## config.mk

```make
export PLATFORM = sky130hd
export DESIGN_NAME = dump_ctrl_flat
export DESIGN_NICKNAME = d
export VERILOG_FILES = /design/src/rtl/dump_pkg.sv /design/src/rtl/dump_ctrl_if.sv /design/src/rtl/dump_ctrl.sv /design/src/flat_wrapper.sv
export SDC_FILE = /design/constraint.sdc
export NUM_CORES = 1
export LEC_CHECK = 0
export CORE_ASPECT_RATIO = 0.8
export CORE_MARGIN = 5
export CORE_UTILIZATION = 40
export DETAILED_ROUTE_END_ITERATION = 6
export GPL_TIMING_DRIVEN = 0
export PLACE_DENSITY = 0.75
export SYNTH_ARGS = -nofsm -noshare
export SYNTH_HDL_FRONTEND = slang
export SYNTH_SLANG_ARGS = --single-unit
```

## constraint.sdc

```tcl
create_clock -name clk -period 2.24 [get_ports clk]
set_input_delay 0.448 -clock clk [delete_from_list [all_inputs] [get_ports clk]]
set_output_delay 0.448 -clock clk [all_outputs]
set_load 0.01 [all_outputs]
```

## src/rtl/dump_pkg.sv

```systemverilog
// Shared definitions for the capture-RAM dump controller: FSM states,
// dump length, EEPROM slave select and the EEPROM read command format.
package dump_pkg;

   // Dump sequencer states, in the order a dump walks through them.
   typedef enum logic [3:0] {
      IDLE,
      OFF_CMD,
      OFF_RD,
      GAIN_CMD,
      GAIN_RD,
      RAM_RD,
      SEND,
      WAIT_TX,
      DONE
   } state_t;

   localparam int         NUM_SAMPLES = 512;
   localparam logic [8:0] LAST_IDX    = 9'(NUM_SAMPLES - 1);
   localparam logic [2:0] SS_EEP      = 3'b100;
   localparam logic [2:0] SS_NONE     = 3'b000;
   localparam logic [1:0] EEP_RD      = 2'b00;
   localparam logic [1:0] CH_RSVD     = 2'b11;

   // EEPROM read command: opcode, 6-bit calibration address
   // {channel, gain setting, offset(0)/gain(1)}, then a don't-care byte.
   function automatic logic [15:0] eep_rd_word(input logic [1:0] ch,
                                               input logic [2:0] gain,
                                               input logic       is_gain);
      return {EEP_RD, ch, gain, is_gain, 8'h00};
   endfunction

endpackage

```

## src/rtl/dump_ctrl_if.sv

```systemverilog
// Signal bundle between the dump controller and its neighbours
// (command decoder, SPI master, capture RAM, UART transmitter).
//
// Handshake semantics: there is no valid/ready pairing on this bus. Every
// control signal is a single-cycle pulse sampled on the rising clock edge:
// dump starts a dump (with dump_ch/start_addr valid in the same cycle),
// wrt_SPI starts one SPI transfer that SPI_done later closes, send_resp
// starts one UART byte that resp_sent later closes. A closing pulse is
// only honoured while the controller is waiting for it.
interface dump_ctrl_if;

   logic        dump;
   logic [1:0]  dump_ch;
   logic [2:0]  ch1_AFEgain;
   logic [2:0]  ch2_AFEgain;
   logic [2:0]  ch3_AFEgain;
   logic [8:0]  start_addr;
   logic        SPI_done;
   logic        resp_sent;

   logic        wrt_SPI;
   logic [15:0] SPI_data;
   logic [2:0]  ss;
   logic        flopOffset;
   logic        flopGain;
   logic [8:0]  ram_addr;
   logic        ram_re;
   logic        send_resp;
   logic        busy;
   logic        dump_done;

   // Controller side.
   modport master (
      input  dump, dump_ch, ch1_AFEgain, ch2_AFEgain, ch3_AFEgain,
             start_addr, SPI_done, resp_sent,
      output wrt_SPI, SPI_data, ss, flopOffset, flopGain, ram_addr,
             ram_re, send_resp, busy, dump_done
   );

   // Environment side.
   modport slave (
      output dump, dump_ch, ch1_AFEgain, ch2_AFEgain, ch3_AFEgain,
             start_addr, SPI_done, resp_sent,
      input  wrt_SPI, SPI_data, ss, flopOffset, flopGain, ram_addr,
             ram_re, send_resp, busy, dump_done
   );

endinterface

```

## src/rtl/dump_ctrl.sv

```systemverilog
// Dump controller: reads the offset and gain calibration words for the
// selected channel from the EEPROM over SPI, then streams all 512 captured
// samples from the circular capture RAM, oldest first, to the UART.
module dump_ctrl
   import dump_pkg::*;
(
   input  logic        clk,
   input  logic        rst_n,
   dump_ctrl_if.master bus,
   output state_t      state_o
);

   state_t      state_q;
   logic [8:0]  rd_ptr_q;
   logic [8:0]  count_q;
   logic [1:0]  ch_q;
   logic [2:0]  gain_q;
   logic        wrt_spi_q;
   logic [15:0] spi_data_q;
   logic        flop_off_q;
   logic        flop_gain_q;
   logic        ram_re_q;
   logic        send_resp_q;
   logic        busy_q;
   logic        dump_done_q;
   logic [2:0]  gain_pick;

   // Analog gain of the channel being requested, captured at accept.
   always_comb begin
      case (bus.dump_ch)
         2'b01:   gain_pick = bus.ch2_AFEgain;
         2'b10:   gain_pick = bus.ch3_AFEgain;
         default: gain_pick = bus.ch1_AFEgain;
      endcase
   end

   // Dump sequencer; every output is a register set on the edge that
   // enters the state in which it must be seen.
   always_ff @(posedge clk or negedge rst_n) begin
      if (!rst_n) begin
         state_q     <= IDLE;
         rd_ptr_q    <= 9'd0;
         count_q     <= 9'd0;
         ch_q        <= 2'd0;
         gain_q      <= 3'd0;
         wrt_spi_q   <= 1'b0;
         spi_data_q  <= 16'h0000;
         flop_off_q  <= 1'b0;
         flop_gain_q <= 1'b0;
         ram_re_q    <= 1'b0;
         send_resp_q <= 1'b0;
         busy_q      <= 1'b0;
         dump_done_q <= 1'b0;
      end else begin
         // Pulses last one cycle unless a transition re-asserts them.
         wrt_spi_q   <= 1'b0;
         spi_data_q  <= 16'h0000;
         flop_off_q  <= 1'b0;
         flop_gain_q <= 1'b0;
         ram_re_q    <= 1'b0;
         send_resp_q <= 1'b0;
         dump_done_q <= 1'b0;
         case (state_q)
            IDLE: begin
               if (bus.dump && (bus.dump_ch != CH_RSVD)) begin
                  ch_q       <= bus.dump_ch;
                  gain_q     <= gain_pick;
                  rd_ptr_q   <= bus.start_addr;
                  count_q    <= 9'd0;
                  wrt_spi_q  <= 1'b1;
                  spi_data_q <= eep_rd_word(bus.dump_ch, gain_pick, 1'b0);
                  busy_q     <= 1'b1;
                  state_q    <= OFF_CMD;
               end
            end
            OFF_CMD: begin
               // Command accepted; clock out the offset word.
               if (bus.SPI_done) begin
                  wrt_spi_q <= 1'b1;
                  state_q   <= OFF_RD;
               end
            end
            OFF_RD: begin
               // Offset word is on EEP_data; capture it and ask for gain.
               if (bus.SPI_done) begin
                  flop_off_q <= 1'b1;
                  wrt_spi_q  <= 1'b1;
                  spi_data_q <= eep_rd_word(ch_q, gain_q, 1'b1);
                  state_q    <= GAIN_CMD;
               end
            end
            GAIN_CMD: begin
               if (bus.SPI_done) begin
                  wrt_spi_q <= 1'b1;
                  state_q   <= GAIN_RD;
               end
            end
            GAIN_RD: begin
               if (bus.SPI_done) begin
                  flop_gain_q <= 1'b1;
                  ram_re_q    <= 1'b1;
                  state_q     <= RAM_RD;
               end
            end
            RAM_RD: begin
               // RAM data arrives one cycle after ram_re, in SEND.
               send_resp_q <= 1'b1;
               state_q     <= SEND;
            end
            SEND: begin
               state_q <= WAIT_TX;
            end
            WAIT_TX: begin
               if (bus.resp_sent) begin
                  rd_ptr_q <= rd_ptr_q + 9'd1;
                  count_q  <= count_q + 9'd1;
                  if (count_q == LAST_IDX) begin
                     busy_q      <= 1'b0;
                     dump_done_q <= 1'b1;
                     state_q     <= DONE;
                  end else begin
                     ram_re_q <= 1'b1;
                     state_q  <= RAM_RD;
                  end
               end
            end
            DONE: begin
               state_q <= IDLE;
            end
            default: begin
               state_q <= IDLE;
            end
         endcase
      end
   end

   assign bus.wrt_SPI    = wrt_spi_q;
   assign bus.SPI_data   = spi_data_q;
   assign bus.ss         = busy_q ? SS_EEP : SS_NONE;
   assign bus.flopOffset = flop_off_q;
   assign bus.flopGain   = flop_gain_q;
   assign bus.ram_addr   = rd_ptr_q;
   assign bus.ram_re     = ram_re_q;
   assign bus.send_resp  = send_resp_q;
   assign bus.busy       = busy_q;
   assign bus.dump_done  = dump_done_q;
   assign state_o        = state_q;

endmodule
```

## src/flat_wrapper.sv

```systemverilog
// flat-port wrapper written by rule: the top's interface ports become plain ports
module dump_ctrl_flat import dump_pkg::*;
  (clk, rst_n, state_o, bus_dump, bus_dump_ch, bus_ch1_AFEgain, bus_ch2_AFEgain, bus_ch3_AFEgain, bus_start_addr, bus_SPI_done, bus_resp_sent, bus_wrt_SPI, bus_SPI_data, bus_ss, bus_flopOffset, bus_flopGain, bus_ram_addr, bus_ram_re, bus_send_resp, bus_busy, bus_dump_done);
  dump_ctrl_if bus_i ();
  input  logic clk;
  input  logic rst_n;
  output state_t state_o;
  input wire logic [$bits(bus_i.dump)-1:0] bus_dump;
  input wire logic [$bits(bus_i.dump_ch)-1:0] bus_dump_ch;
  input wire logic [$bits(bus_i.ch1_AFEgain)-1:0] bus_ch1_AFEgain;
  input wire logic [$bits(bus_i.ch2_AFEgain)-1:0] bus_ch2_AFEgain;
  input wire logic [$bits(bus_i.ch3_AFEgain)-1:0] bus_ch3_AFEgain;
  input wire logic [$bits(bus_i.start_addr)-1:0] bus_start_addr;
  input wire logic [$bits(bus_i.SPI_done)-1:0] bus_SPI_done;
  input wire logic [$bits(bus_i.resp_sent)-1:0] bus_resp_sent;
  output wire logic [$bits(bus_i.wrt_SPI)-1:0] bus_wrt_SPI;
  output wire logic [$bits(bus_i.SPI_data)-1:0] bus_SPI_data;
  output wire logic [$bits(bus_i.ss)-1:0] bus_ss;
  output wire logic [$bits(bus_i.flopOffset)-1:0] bus_flopOffset;
  output wire logic [$bits(bus_i.flopGain)-1:0] bus_flopGain;
  output wire logic [$bits(bus_i.ram_addr)-1:0] bus_ram_addr;
  output wire logic [$bits(bus_i.ram_re)-1:0] bus_ram_re;
  output wire logic [$bits(bus_i.send_resp)-1:0] bus_send_resp;
  output wire logic [$bits(bus_i.busy)-1:0] bus_busy;
  output wire logic [$bits(bus_i.dump_done)-1:0] bus_dump_done;
  assign bus_i.dump = bus_dump;
  assign bus_i.dump_ch = bus_dump_ch;
  assign bus_i.ch1_AFEgain = bus_ch1_AFEgain;
  assign bus_i.ch2_AFEgain = bus_ch2_AFEgain;
  assign bus_i.ch3_AFEgain = bus_ch3_AFEgain;
  assign bus_i.start_addr = bus_start_addr;
  assign bus_i.SPI_done = bus_SPI_done;
  assign bus_i.resp_sent = bus_resp_sent;
  assign bus_wrt_SPI = bus_i.wrt_SPI;
  assign bus_SPI_data = bus_i.SPI_data;
  assign bus_ss = bus_i.ss;
  assign bus_flopOffset = bus_i.flopOffset;
  assign bus_flopGain = bus_i.flopGain;
  assign bus_ram_addr = bus_i.ram_addr;
  assign bus_ram_re = bus_i.ram_re;
  assign bus_send_resp = bus_i.send_resp;
  assign bus_busy = bus_i.busy;
  assign bus_dump_done = bus_i.dump_done;
  dump_ctrl u_core (.clk(clk), .rst_n(rst_n), .bus(bus_i), .state_o(state_o));
endmodule
```

Word-level counts from Yosys, hierarchy flattened. Cells that the tools add are included.

Input bits: 25. Output and inout bits: 39. Register bits after elaboration: 50. Logic and storage cells: 76.

Reduce and logical (&&, ||, !) cells: 8. Add/subtract/negate cells: 2. Equal/unequal tests: 18. Muxes and demuxes: 35.

Operators by type and width (number): $mux W9 (4); $pmux W9 S2 (2); $pmux W16 S2 (1); $pmux W4 S8 (1); $mux W14 (2); $mux W4 (7); $add A9 B1 Y9 const B (2); $eq A4 B3 Y1 const B (4); $mux W1 (13); $ne A2 B2 Y1 const B (6); $eq A9 B9 Y1 const B (1); $eq A4 B2 Y1 const B (2); $pmux W1 S2 (3); $pmux W3 S2 (1); $reduce_and A6 Y1 (1); $eq A4 B1 Y1 const B (1); $logic_not A4 Y1 (1); $ne A2 B1 Y1 const B (2); $reduce_and A4 Y1 (1); $mux W3 (1); $reduce_and A3 Y1 (1); $reduce_or A3 Y1 (1); $eq A2 B1 Y1 const B (1); $eq A2 B2 Y1 const B (1); other kinds (3) (3).

Logic depth before layout (Yosys ltp). Gate-level depths: netlist of the first run.

Depth after elaboration: 4. Depth in mapped cells: 8. Mapped depth without buffers: 8.

Worst setup path before layout of the first run. No wires, ideal clock.

Kind: flip-flop to flip-flop. Start: register u_core.state_q[0], in the netlist u_core.state_o[0]. End: register u_core.state_q[0], in the netlist u_core.state_o[0]. Library setup time: 0.125 ns. Clock period less this slack: 1.710 ns. Setup slack: 0.530 ns. Stages on the path, launching flop included: 6. Data arrival time: 1.585 ns. Path buffers: 1. Data required time: 2.115 ns. Path through: dfrtp_1 -> buf_6 -> or4_1 -> o22ai_1 -> a21oi_1 -> mux2_4.

Longest elaborated chain between the ends: 3. Elaborated cells between the ends (all ways): 16. Classes of those cells: eq/ne: 13; mux: 1; reduce/logical: 2.

RTL lines: start: declaration (RTL line dump_ctrl.sv:13) `state_t state_q;`; start signal: assignment (RTL line dump_ctrl.sv:41) `state_q <= IDLE;`; start signal: assignment (RTL line dump_ctrl.sv:73) `state_q <= OFF_CMD;`; start signal: assignment (RTL line dump_ctrl.sv:80) `state_q <= OFF_RD;`; $eq A4 B3 Y1 (tied with other cells) (RTL line dump_ctrl.sv:63) `case (state_q)`; $ne A2 B2 Y1 (no source line) / $ne A2 B1 Y1 (equally long branches); $reduce_and A6 Y1 (no source line).

Parallel ways exist; a longest one is shown, timed or not. A chain may end at the register's enable or synchronous reset.

Final worst setup path of the first run.
Start: input port bus_dump_ch[0]. End: register u_core.count_q[7].

Longest elaborated chain between the ends: 4.

RTL lines: start: declaration (RTL line flat_wrapper.sv:9) `input wire logic [$bits(bus_i.dump_ch)-1:0] bus_dump_ch;`; $ne A2 B2 Y1 (RTL line dump_ctrl.sv:65) `if (bus.dump && (bus.dump_ch != CH_RSVD)) begin`; $logic_and A1 B1 Y1 (RTL line dump_ctrl.sv:65); $ne A2 B1 Y1 (no source line); $reduce_and A3 Y1 (no source line); end signal: assignment (RTL line dump_ctrl.sv:116) `count_q <= count_q + 9'd1;`; end: declaration (RTL line dump_ctrl.sv:15) `logic [8:0] count_q;`.

No other way between the ends.

==> run summary, run 1 <==
Number of global-route vias before repair = 1708
Post-Syn Area = 2100 µm²
Grt ovf = 0
Clk_skew = 3.86 ps
Max Clock Freq = 0.499 GHz
Largest net degree at the start of global routing = 40
Final Worst Setup Slack = 234 ps
Max-cap violations = 0
Area growth syn-to-layout = 34.5%
Reg area = 976 µm²
DR iter-0 viols = 97
Vias = 1746
Gpl congestion = 0.789
Antenna-violating nets left = 0
WL met3 = 198 µm
Worst Path Max Fanout = 8
Sequential-to-total area share from yosys stat = 0.465
Setup-failing EPs final = 0
Unrepaired setup endpoints after global routing = false
Num Clock Sinks = 39
Element type at the critical path end = register
Clock root buffer = clkbuf_8
Commonest non-fill, non-tap cell in the layout = clkdlybuf4s50_1
GRT Util Overall = 0.144
Crit-path cells = clkdlybuf4s50_1 -> ha_1 -> and2b_1 -> a22oi_4 -> or4_1 -> a21oi_1
Pre-antenna DRT Iters = 4
P per Cell Area = 965 nW/µm²
Clk buf depth = 2
Most frequent cells in the layout = clkdlybuf4s50_1 (50), dfrtp_1 (39), buf_4 (16), o21ai_0 (16), nand2_1 (14)
DRC errors left = 0
Die height = 74.8 µm
Area contributors post-synth = dfrtp_1 (47%), buf_4 (5.7%), o21ai_0 (3.8%)
CTS hold repair buffers = 0
Critical path class = in -> reg
Max-slew violations = 0
Number of synthesized flops with an enable pin = 0
Mean routed wirelength per cell = 14.3 µm
WP data arrival = 2210 ps
Largest area contributor in the netlist = dfrtp_1
Post-Syn Area per Cell = 10.1 µm²
Dpl ws = -84.2 ps
Filler cells = 454
Kind of cell adding the most delay to the critical path = simple AND/OR/NAND/NOR gates
Final WL = 4.87 mm
TritonCTS Buffers = 5
Worst-margin pin slew = 963 ps
Slowest cell on the critical path = or4_1
Clk_lat worst skew = 290 ps
CTS clk-pin slew, worst paths = 70 ps
Synth cell types = 49
IO Port Bufs = 51
First-pass GRT wire length = 8.00 mm
Area of the multi-input gates = 970 µm²
Final worst path period need = 2010 ps
Setup bufs post-CTS = 0
Die area = 6800 µm²
Static leakage = 1.35 nW
Share of layout cells above drive strength 1 = 0.122
Post-DP HPWL = 3.63 mm
Utilization after layout = 0.560
I/O pins = 64
Met2 WL = 2.39 mm
Ys Warns = 0
Status = complete, no violations
Initial antenna violation count = 0
Via-per-instance ratio = 5.14
H-tree levels = 2
CP required = 2450 ps
Initial Util = 0.417
# rows = 23
Peak supply drop = 480 µV
Total core area = 5040 µm²
Slew headroom = 0.352
Die Wd = 91.0 µm
Hold WC Path Type = in -> async
Uppermost layer routed = met4
CP Buf/Inv Count = 1
Share of the synthesized area in the top cell type = 0.465
Final hold viol count = 0
Layout Nets = 308
Ys flop type = dfrtp_1
Tcrit/Tclk final = 0.895
Yosys reg bits = 39
Synth Instances = 208
Diode count = 0
Post_cts resized = 0
Async set-reset flop share out of synthesis = 1.00
Slowest stage delay, CP = 490 ps
CTS tree = done
M1 wire length = 2.25 mm
Startpoint Class = primary input
==> worst reg2reg max path: stages (launching register included) <==
cell and delay (ps):
dfrtp_1 440, buf_2 200, nand4b_1 480, o22ai_1 350, a21oi_1 100, mux2_4 300
==> Yosys cell counts, types with 4 or more instances <==
cell type / count
ha_1: 6
nand3_1: 4
a21o_1: 6
inv_1: 4
and3_1: 7
buf_4: 16
nor3_1: 5
a21oi_1: 11
nand2_1: 14
buf_2: 5
o21ai_0: 16
nor2_1: 13
dfrtp_1: 39
==> layer usage <==
| metal | global-route usage | vias to the layer above |
|---|---|---|
| met4 | 0.0537 | 0 |
| met2 | 0.244 | 40 |
| li1 | - | 874 |
| met1 | 0.187 | 830 |
| met3 | 0.0280 | 2 |
| met5 | 0 | - |
==> kinds of logic after synthesis <==
group                    share of synthesized area
flip-flops                                   0.465
adder cells (fa/ha/maj)                     0.0358
AO/OA/AOI/OAI                                0.190
buffers and inverters                       0.0924
multiplexers                                0.0215
XOR/XNOR                                    0.0167
AND/OR/NAND/NOR                              0.177
other                                      0.00179
==> worst paths after layout <==
path / start / slack (ps) / cells after the start / to
max: bus_dump_ch[0] / 230 / 6 / u_core.count_q[7]$_DFFE_PN0P_
min: rst_n / 260 / 1 / u_core.gain_q[0]$_DFFE_PN0P_
max reg2reg: u_core.state_o[3]$_DFFE_PN0P_ / 260 / 5 / u_core.state_o[0]$_DFFE_PN0P_
min reg2reg: u_core.gain_q[1]$_DFFE_PN0P_ / 480 / 1 / u_core.bus.SPI_data[10]$_DFF_PN0_
max in group asynchronous: rst_n / 1450 / 1 / u_core.bus.ram_addr[8]$_DFFE_PN0P_
min in group clk: u_core.gain_q[1]$_DFFE_PN0P_ / 480 / 1 / u_core.bus.SPI_data[10]$_DFF_PN0_
==> per-stage QoR <==
stage                     cell area, µm²  setup TNS (ps)  std cells  hold WS [ps]  total power, mW
after global routing                2820               0        340           344             2.92
after global placement              2730           -8650        332           457             2.18
after floorplan                     2140               0        219           152             1.75
after CTS                           2820               0        340           296             2.74
final                               2820               0        340           265             2.72
after detailed placement            2720            -266        332           464             2.22
==> state kept, by name (all words and copies together), names as in the netlist, 2 cells and up <==
register,count
u_core.bus.ram_addr,9
u_core.count_q,9
u_core.bus.SPI_data,6
u_core.state_o,4
u_core.gain_q,3
u_core.ch_q,2
==> power by group <==
group | total, mW | internal, mW | switching (mW)
registers | 1.06 | 0.882 | 0.178
clock network | 0.519 | 0.281 | 0.238
logic | 1.15 | 0.580 | 0.565
==> area by class of cell <==
type | instances | share of cell area
Sequential cell | 39 | 0.346
Inverter | 4 | 0.00532
Multi-Input combinational cell | 150 | 0.344
Buffer | 26 | 0.0634
Timing Repair Buffer | 51 | 0.179
Clock buffer | 8 | 0.0355
Tap cell | 62 | 0.0275
Power figures use the tool's default switching activity.
==> run 2, diff against run 1 <==
Settings changed: CAP_MARGIN set to 30, CORE_ASPECT_RATIO 0.8 to not set, CORE_UTILIZATION 40 to 47, PLACE_DENSITY 0.75 to 0.85.
==> run 2 against run 1 <==
Compared with the run above: clock power is 8.1% higher; final cell count is 2.9% lower; largest cell class unchanged; largest power group unchanged; count of clock-buffer cells in the layout is 2 lower.
==> run summary, run 2 (synthesized netlist as in run 1, its figures left out) <==
Status = complete, no violations
I/O pins = 64
Final worst path period need = 1970 ps
Worst Hold Slack = 268 ps
Slowest stage delay, CP = 510 ps
CTS clk-pin slew, worst paths = 70 ps
WP data arrival = 2150 ps
Clk_lat worst skew = 290 ps
Final hold viol count = 0
GRT Util Overall = 0.174
Mean routed wirelength per cell = 15.0 µm
Antenna-violating nets left = 0
Number of global-route vias before repair = 1777
Worst-margin pin slew = 859 ps
Clk buf depth = 2
# rows = 24
First-pass GRT wire length = 8.39 mm
Element type at the critical path end = register
P per Cell Area = 982 nW/µm²
Final WL = 4.94 mm
Diode count = 0
Max-cap violations = 0
Post-DP HPWL = 3.56 mm
Most frequent cells in the layout = clkdlybuf4s50_1 (50), dfrtp_1 (39), buf_4 (16), o21ai_0 (16), nand2_1 (14)
Num Clock Sinks = 39
CTS hold repair buffers = 0
Worst Path Max Fanout = 8
Clock root buffer = clkbuf_8
Slew headroom = 0.427
Gpl congestion = 0.884
Hold WC Path Type = in -> async
FF-to-FF End = u_core.state_o[0]$_DFFE_PN0P_
Reg2reg setup slack = 330 ps
Static leakage = 1.36 nW
Setup bufs post-CTS = 0
H-tree levels = 2
Max Clock Freq = 0.508 GHz
Pre-antenna DRT Iters = 4
Via-per-instance ratio = 5.51
Setup-failing EPs final = 0
Die area = 5900 µm²
Reg2Reg Depth = 5
Final Total Pwr = 2.77 mW
TritonCTS Buffers = 5
Initial antenna violation count = 0
Grt ovf = 0
Clk_skew = 5.36 ps
Share of layout cells above drive strength 1 = 0.122
DRC errors left = 0
Vias = 1817
Die height = 76.8 µm
Post_cts resized = 0
CP required = 2420 ps
Max-slew violations = 0
Setup Total Neg Slack = 0 ps
Worst R2R Start = u_core.state_o[3]$_DFFE_PN0P_
Die Wd = 76.8 µm
Layout Nets = 309
Largest net degree at the start of global routing = 40
Area growth syn-to-layout = 34.3%
Slowest cell on the critical path = clkdlybuf4s50_1
CTS tree = done
Filler cells = 357
Unrepaired setup endpoints after global routing = false
Total core area = 4350 µm²
DR iter-0 viols = 96
Commonest non-fill, non-tap cell in the layout = clkdlybuf4s50_1
Tcrit/Tclk final = 0.879
Crit-path cells = clkdlybuf4s50_1 -> ha_1 -> and2b_1 -> and2_1 -> clkbuf_1 -> and3_1 -> a211o_1
Critical path class = in -> reg
IO Port Bufs = 51
Initial Util = 0.482
Startpoint Class = primary input
Peak supply drop = 574 µV
-- run 2: cell type report --
| cell class | count | area, µm² | area share |
|---|---|---|---|
| clock buffers | 6 | 72.6 | 0.0258 |
| well taps | 52 | 65.1 | 0.0231 |
| inverters | 4 | 15.0 | 0.00533 |
| multi-input cells | 150 | 970 | 0.344 |
| repair buffers | 52 | 510 | 0.181 |
| flip-flops and latches | 39 | 976 | 0.346 |
| plain buffers | 26 | 179 | 0.0635 |
| clock inverters | 1 | 30.0 | 0.0107 |
-- run 2: how the worst max path moves through the flow --
stage                             startpoint                                  to  slack (ps)  cells after the start
6_report                      bus_dump_ch[1]  u_core.bus.ram_addr[0]$_DFFE_PN0P_         270                      7
5_1_grt                       bus_dump_ch[1]  u_core.bus.ram_addr[0]$_DFFE_PN0P_         200                      7
4_1_cts                       bus_dump_ch[0]  u_core.bus.ram_addr[0]$_DFFE_PN0P_         280                      7
3_5_place_dp                  bus_dump_ch[0]  u_core.bus.ram_addr[0]$_DFFE_PN0P_         -30                      7
3_3_place_gp                           rst_n    u_core.bus.SPI_data[8]$_DFF_PN0_        -210                      1
2_1_floorplan  u_core.state_o[0]$_DFFE_PN0P_       u_core.state_o[0]$_DFFE_PN0P_         530                      5
-- run 2: where the power goes --
group / switching [mW] / internal (mW)
clock network: 0.235 / 0.326
logic: 0.559 / 0.581
registers: 0.184 / 0.883
total: 0.978 / 1.79
-- run 2: worst max-delay path: cells and delay by family --
family / cells / cell delay, ps
AOI/OAI and AO/OA: 1 / 220
adders and majority gates: 1 / 150
buffers and inverters: 2 / 690
and+or+nand+nor: 3 / 640
-- run 2: per-stage QoR --
stage                     instances  cell area, µm²  utilization  setup slack [ps]
final                           330            2820        0.647               272
after global routing            330            2820        0.647               196
after CTS                       330            2820        0.647               276
after detailed placement        323            2720        0.624             -34.2
after global placement          322            2720        0.624              -206
after floorplan                 219            2140            -               530
-- run 2: routing by layer --
metal / wire, µm / GRT usage / vias to the layer above
met4: 58 / 0.0490 / 0
met2: 2280 / 0.272 / 69
met1: 2140 / 0.218 / 869
met3: 469 / 0.0749 / 6
met5: 0 / 0 / -
li1: - / - / 873
